$ cat config.mk
export PLATFORM = sky130hd
export DESIGN_NAME = dmem_lsu
export DESIGN_NICKNAME = d
export VERILOG_FILES = /design/src/rtl/dmem_lsu_pkg.sv /design/src/rtl/dmem_lsu_byte_lane.sv /design/src/rtl/dmem_lsu.sv
export SDC_FILE = /design/constraint.sdc
export NUM_CORES = 1
export LEC_CHECK = 0
export ABC_AREA = 1
export CORE_MARGIN = 2
export CORE_UTILIZATION = 39
export CTS_CLUSTER_DIAMETER = 100
export DETAILED_ROUTE_END_ITERATION = 12
export PLACE_DENSITY = 0.72
export SETUP_SLACK_MARGIN = 0.05
export SLEW_MARGIN = 20
export SYNTH_ARGS = -nofsm -noshare
export SYNTH_HDL_FRONTEND = slang
export SYNTH_SLANG_ARGS = --single-unit
$ cat constraint.sdc
create_clock -name clk -period 1.8 [get_ports clk]
set_input_delay 0.36 -clock clk [delete_from_list [all_inputs] [get_ports clk]]
set_output_delay 0.36 -clock clk [all_outputs]
set_load 0.005 [all_outputs]
$ cat src/rtl/dmem_lsu_pkg.sv
// Shared definitions for the data-memory load/store unit: word width,
// RV32I load/store funct3 codes, FSM state encoding and request legality.
package dmem_lsu_pkg;

  localparam int WORD_LEN = 32;

  // Load funct3 codes
  localparam logic [2:0] F3_LB  = 3'b000;
  localparam logic [2:0] F3_LH  = 3'b001;
  localparam logic [2:0] F3_LW  = 3'b010;
  localparam logic [2:0] F3_LBU = 3'b100;
  localparam logic [2:0] F3_LHU = 3'b101;

  // Store funct3 codes
  localparam logic [2:0] F3_SB  = 3'b000;
  localparam logic [2:0] F3_SH  = 3'b001;
  localparam logic [2:0] F3_SW  = 3'b010;

  typedef enum logic [1:0] {
    ST_IDLE  = 2'b00,
    ST_LOAD  = 2'b01,
    ST_MERGE = 2'b10
  } lsu_state_e;

  // A request is rejected for an unknown funct3 or an address not aligned
  // to its access size; rejected requests never touch memory.
  function automatic logic req_is_err(input logic       we,
                                      input logic [2:0] funct3,
                                      input logic [1:0] lo);
    logic err;
    err = 1'b0;
    if (we) begin
      case (funct3)
        F3_SB:   err = 1'b0;
        F3_SH:   err = lo[0];
        F3_SW:   err = (lo != 2'b00);
        default: err = 1'b1;
      endcase
    end else begin
      case (funct3)
        F3_LB, F3_LBU: err = 1'b0;
        F3_LH, F3_LHU: err = lo[0];
        F3_LW:         err = (lo != 2'b00);
        default:       err = 1'b1;
      endcase
    end
    return err;
  endfunction

endpackage

$ cat src/rtl/dmem_lsu_byte_lane.sv
// Combinational lane logic: extracts a byte/half/word from a memory word for
// loads (with sign or zero extension) and merges store data into a word for
// sub-word stores. Lanes are little-endian.
module dmem_lsu_byte_lane
  import dmem_lsu_pkg::*;
(
  input  logic [2:0]          funct3,
  input  logic [1:0]          lane,
  input  logic [WORD_LEN-1:0] word,
  input  logic [WORD_LEN-1:0] wdata,
  output logic [WORD_LEN-1:0] load_data,
  output logic [WORD_LEN-1:0] merged
);

  logic [7:0]  byte_s;
  logic [15:0] half_s;

  // Select the addressed byte and half from the memory word
  always_comb begin
    byte_s = 8'h00;
    half_s = 16'h0000;
    case (lane)
      2'b00:   byte_s = word[7:0];
      2'b01:   byte_s = word[15:8];
      2'b10:   byte_s = word[23:16];
      2'b11:   byte_s = word[31:24];
      default: byte_s = 8'h00;
    endcase
    if (lane[1]) begin
      half_s = word[31:16];
    end else begin
      half_s = word[15:0];
    end
  end

  // Right-align and extend the selected lane for the load result
  always_comb begin
    load_data = 32'h0000_0000;
    case (funct3)
      F3_LB:   load_data = {{24{byte_s[7]}}, byte_s};
      F3_LH:   load_data = {{16{half_s[15]}}, half_s};
      F3_LW:   load_data = word;
      F3_LBU:  load_data = {24'h00_0000, byte_s};
      F3_LHU:  load_data = {16'h0000, half_s};
      default: load_data = 32'h0000_0000;
    endcase
  end

  // Overlay store data onto the old word, leaving other lanes intact
  always_comb begin
    merged = word;
    case (funct3)
      F3_SB: begin
        case (lane)
          2'b00:   merged = {word[31:8], wdata[7:0]};
          2'b01:   merged = {word[31:16], wdata[7:0], word[7:0]};
          2'b10:   merged = {word[31:24], wdata[7:0], word[15:0]};
          2'b11:   merged = {wdata[7:0], word[23:0]};
          default: merged = word;
        endcase
      end
      F3_SH: begin
        if (lane[1]) begin
          merged = {wdata[15:0], word[15:0]};
        end else begin
          merged = {word[31:16], wdata[15:0]};
        end
      end
      F3_SW:   merged = wdata;
      default: merged = word;
    endcase
  end

endmodule

$ cat src/rtl/dmem_lsu.sv
// Load/store unit in front of a word-indexed, 1-cycle-latency data memory.
// Aligned word stores complete in the accept cycle; loads take a LOAD cycle
// to capture read data; byte/half stores read the word, then write the
// merged word from MERGE. Illegal or misaligned requests are answered with
// an error response and no memory access.
module dmem_lsu
  import dmem_lsu_pkg::*;
(
  input  logic        clk,
  input  logic        rst_n,
  input  logic        req_valid,
  output logic        req_ready,
  input  logic        req_we,
  input  logic [2:0]  req_funct3,
  input  logic [31:0] req_addr,
  input  logic [31:0] req_wdata,
  output logic        rsp_valid,
  output logic [31:0] rsp_rdata,
  output logic        rsp_err,
  output logic [31:0] mem_addr,
  output logic        mem_wen,
  output logic [31:0] mem_wdata,
  input  logic [31:0] mem_rdata
);

  lsu_state_e          state_r;
  lsu_state_e          state_nxt_s;

  logic [WORD_LEN-1:0] addr_r;
  logic [2:0]          funct3_r;
  logic [WORD_LEN-1:0] wdata_r;

  logic                rsp_valid_r;
  logic                rsp_err_r;
  logic [WORD_LEN-1:0] rsp_rdata_r;
  logic                rsp_valid_nxt_s;
  logic                rsp_err_nxt_s;
  logic [WORD_LEN-1:0] rsp_rdata_nxt_s;

  logic                accept_s;
  logic                err_s;
  logic                latch_s;
  logic                wen_s;
  logic [WORD_LEN-1:0] wdata_s;
  logic [WORD_LEN-1:0] load_data_s;
  logic [WORD_LEN-1:0] merged_s;

  assign accept_s = req_valid && (state_r == ST_IDLE);
  assign err_s    = req_is_err(req_we, req_funct3, req_addr[1:0]);

  // Lane logic works on the latched request and the word read back from memory
  dmem_lsu_byte_lane u_lane (
    .funct3    (funct3_r),
    .lane      (addr_r[1:0]),
    .word      (mem_rdata),
    .wdata     (wdata_r),
    .load_data (load_data_s),
    .merged    (merged_s)
  );

  // Next-state, memory port drive and next response value
  always_comb begin
    state_nxt_s     = state_r;
    req_ready       = 1'b0;
    mem_addr        = {req_addr[31:2], 2'b00};
    wen_s           = 1'b0;
    wdata_s         = 32'h0000_0000;
    latch_s         = 1'b0;
    rsp_valid_nxt_s = 1'b0;
    rsp_err_nxt_s   = 1'b0;
    rsp_rdata_nxt_s = 32'h0000_0000;
    case (state_r)
      ST_IDLE: begin
        req_ready = 1'b1;
        if (accept_s) begin
          if (err_s) begin
            rsp_valid_nxt_s = 1'b1;
            rsp_err_nxt_s   = 1'b1;
            state_nxt_s     = ST_IDLE;
          end else if (req_we && (req_funct3 == F3_SW)) begin
            wen_s           = 1'b1;
            wdata_s         = req_wdata;
            rsp_valid_nxt_s = 1'b1;
            state_nxt_s     = ST_IDLE;
          end else if (req_we) begin
            latch_s     = 1'b1;
            state_nxt_s = ST_MERGE;
          end else begin
            latch_s     = 1'b1;
            state_nxt_s = ST_LOAD;
          end
        end else begin
          state_nxt_s = ST_IDLE;
        end
      end
      ST_LOAD: begin
        mem_addr        = {addr_r[31:2], 2'b00};
        rsp_valid_nxt_s = 1'b1;
        rsp_rdata_nxt_s = load_data_s;
        state_nxt_s     = ST_IDLE;
      end
      ST_MERGE: begin
        mem_addr        = {addr_r[31:2], 2'b00};
        wen_s           = 1'b1;
        wdata_s         = merged_s;
        rsp_valid_nxt_s = 1'b1;
        state_nxt_s     = ST_IDLE;
      end
      default: begin
        state_nxt_s = ST_IDLE;
      end
    endcase
  end

  // Write enable is killed during reset so an in-flight merge cannot land
  assign mem_wen   = wen_s & rst_n;
  assign mem_wdata = wdata_s;

  // FSM state register
  always_ff @(posedge clk or negedge rst_n) begin
    if (!rst_n) begin
      state_r <= ST_IDLE;
    end else begin
      state_r <= state_nxt_s;
    end
  end

  // Hold the accepted request for the LOAD / MERGE cycle
  always_ff @(posedge clk or negedge rst_n) begin
    if (!rst_n) begin
      addr_r   <= 32'h0000_0000;
      funct3_r <= 3'b000;
      wdata_r  <= 32'h0000_0000;
    end else if (latch_s) begin
      addr_r   <= req_addr;
      funct3_r <= req_funct3;
      wdata_r  <= req_wdata;
    end else begin
      addr_r   <= addr_r;
      funct3_r <= funct3_r;
      wdata_r  <= wdata_r;
    end
  end

  // Registered one-cycle response
  always_ff @(posedge clk or negedge rst_n) begin
    if (!rst_n) begin
      rsp_valid_r <= 1'b0;
      rsp_err_r   <= 1'b0;
      rsp_rdata_r <= 32'h0000_0000;
    end else begin
      rsp_valid_r <= rsp_valid_nxt_s;
      rsp_err_r   <= rsp_err_nxt_s;
      rsp_rdata_r <= rsp_rdata_nxt_s;
    end
  end

  assign rsp_valid = rsp_valid_r;
  assign rsp_err   = rsp_err_r;
  assign rsp_rdata = rsp_rdata_r;

endmodule

==> flow_metrics.tcl <==
set metrics [dict create \
    leakage_nw 5.65 \
    drc 0 \
    clock-sinks 103 \
    finalHoldViolations 0 \
    syn_area_per_cell_sq_um 6.73 \
    setup_ws_ns -0.459 \
    grt_max_degree 104 \
    powerDensity_mw_per_mm2 856 \
    vias 8302 \
    synth_edf_count 0 \
    synthTopCellsByCount "nand2_1 (274), inv_1 (105), nor2_1 (104), dfrtp_1 (103), o21ai_0 (87)" \
    setup_viol 82 \
    placementRows 46 \
    holdWs_ns 0.0829 \
    cts_made_buffers 9 \
    diodes 0 \
    outcome "complete, but fails checks" \
    cp-start-kind "flip-flop" \
    initial_core_util_pct 40.0 \
    finalInstanceArea_sq_mm 0.0116 \
    path_cells "nor2_4 -> nand2_2 -> inv_4 -> buf_6 -> buf_6 -> buf_4 -> o211ai_1 -> nand3_1 -> nand2_1 -> nand2_1 -> buf_2" \
    synthMostInstantiatedCell "nand2_1" \
    grt_pass1_vias 7817 \
    critPathArrivalTime_ns 1.90 \
    yosys.area.top_type_share_pct 40.6 \
    cts_tree "done" \
    wl_per_cell_um 18.6 \
    grt_overflow 0 \
    synth.largest_area_cell "dfrtp_1" \
    ys_seq_elements 103 \
    insertion_delay_ns 0.36 \
    peakVddDrop_mv 0.748 \
    post-route-util_pct 73.1 \
    antenna_left 0 \
    fillers 1177 \
    critPathKind "reg2out" \
    rsz0062_at_grt "true" \
    track_usage_pct 29.5 \
    place_congestion 1.01 \
    fin_nets 1446 \
    period_share_pct 126 \
    antenna_found_initial 0 \
    first_iter_violations 620 \
    ys.flop_type "dfrtp_1" \
    max-slew-margin-rel_pct 59.9 \
    cp.required_ns 1.44 \
    dpl.hpwl_um 17100 \
    cts_hold_buf 0 \
    viasPerCell 5.33 \
    synthesis.area_sq_mm 0.00635 \
    violations "negative setup slack" \
    drt-pass1-iter-count 7 \
    cts_buffer_depth 2 \
    root_buffer "clkbuf_16" \
    fin_crit_ns 2.26 \
    finalWirelength_um 29000 \
    cp_max_fo 8 \
    coreArea_sq_mm 0.0159 \
    die_h_um 132 \
    endpoint_kind "output port" \
    drive_above_1_share_pct 37.0 \
    slowest_delay_ns 0.44 \
    syn_to_final_growth_pct 83.0 \
    synthArstFlopShare_pct 100 \
    fmax_ghz 0.443 \
    hp-class "in2async" \
    ys_seq_area_share_pct 40.6 \
    tns_ns -22.44 \
    clk_pin_slew_ns 0.07 \
    r2r_cells 12 \
    crit_path_top_delay_cell "dfrtp_2" \
    die_area_sq_mm 0.0173 \
    die_w_um 132 \
    skew_ns 0.0112 \
    port-buffer-count 200 \
    yosys_warnings 0 \
    slew_violations 0 \
    worst_slew_pin_slew_ns 0.601 \
    synth.distinct_cells 27 \
    pin_count 203 \
    maxCapViolCount 0 \
    postPlaceCellArea_sq_mm 0.00952 \
    yosys-top-cells-area "dfrtp_1 (41%), nand2_1 (16%), o21ai_0 (6.9%), a21oi_1 (6.2%), nand3_1 (6.2%)" \
    grt_pass1_wl_um 40700 \
    htree_levels 3 \
    synth_cells 943 \
]
[stage by stage]
stage	cells	total power, mW	setup slack (ns)
floorplan	944	4.74	0.0834
global placement	1448	6.50	-0.816
detailed placement	1448	6.55	-0.900
CTS	1532	9.33	-0.452
global route	1558	10.4	-0.551
finish	1558	9.94	-0.459
[layout by cell type, fill, tap and decap left out, drive strengths merged, types with 4 or more instances in the layout]
cell	synthesis	final
buf	37	292
nand2	279	279
clkdlybuf4s50	0	129
nor2	109	109
inv	108	108
dfrtp	103	103
o21ai	103	103
nand3	81	81
a21oi	79	79
clkbuf	17	22
o211ai	14	14
dlygate4sd2	0	4
nand3b	4	4
ha	4	4
[path summary, 6_finish.rpt]
path	start	endpoint	slack, ns
setup / recovery	funct3_r[2]	mem_wdata[29]	-0.46
hold / removal	rst_n	wdata_r[30]	0.08
setup reg to reg	state_r[1]	addr_r[18]	-0.12
hold reg to reg	wdata_r[16]	wdata_r[16]	0.51
max in group asynchronous	rst_n	funct3_r[2]	1.20
min in group clk	req_funct3[1]	funct3_r[1]	0.36
[cell type report]
cell class | instances | area [sq um] | area share (%)
Sequential cell | 103 | 2580 | 22.2
Inverter | 108 | 418 | 3.60
Tap cell | 216 | 270 | 2.33
Clock buffer | 11 | 243 | 2.09
Clock inverter | 3 | 45.0 | 0.388
Multi-Input combinational cell | 679 | 3770 | 32.5
Timing Repair Buffer | 438 | 4290 | 36.9
[worst max-delay path, delay by kind of cell, from the launching register on]
family / cells / cell delay [ns]
AOI/OAI and AO/OA: 1 / 0.07
DFF: 1 / 0.44
buffers and inverters: 5 / 0.55
and+or+nand+nor: 5 / 0.50
[state kept, by name, indices dropped and copies added (netlist names)]
signal / cells
rsp_err: 1
wdata_r: 32
state_r: 2
funct3_r: 3
rsp_valid: 1
rsp_rdata: 32
addr_r: 32
[what timing repair did]
item                       4_1_cts  5_1_grt
setup endpoints to repair      117      124
cloned                           8       12
pin swaps                       76       35
resized for setup              447      155
setup buffers                   63       16
[where the power goes]
part,switching (mW),internal [mW]
Clock,0.895,1.10
Sequential,0.199,2.71
Combinational,2.69,2.35
Total,3.78,6.16
[layer usage]
metal	routed length [um]	share of wire (%)	GRT usage (%)
met5	0	0	0
met4	1690	5.8	12.6
met3	2670	9.2	8.14
met2	14100	48	49.7
met1	10600	37	35.5
[cells by family after synthesis]
family	after synthesis	synth area share (%)
buffers and inverters	162	11.2
AO/OA/AOI/OAI	197	16.2
other	1	0.0591
AND/OR/NAND/NOR	476	31.1
flip-flops	103	40.6
adder cells (fa/ha/maj)	4	0.789
Power figures use the tool's default switching activity.
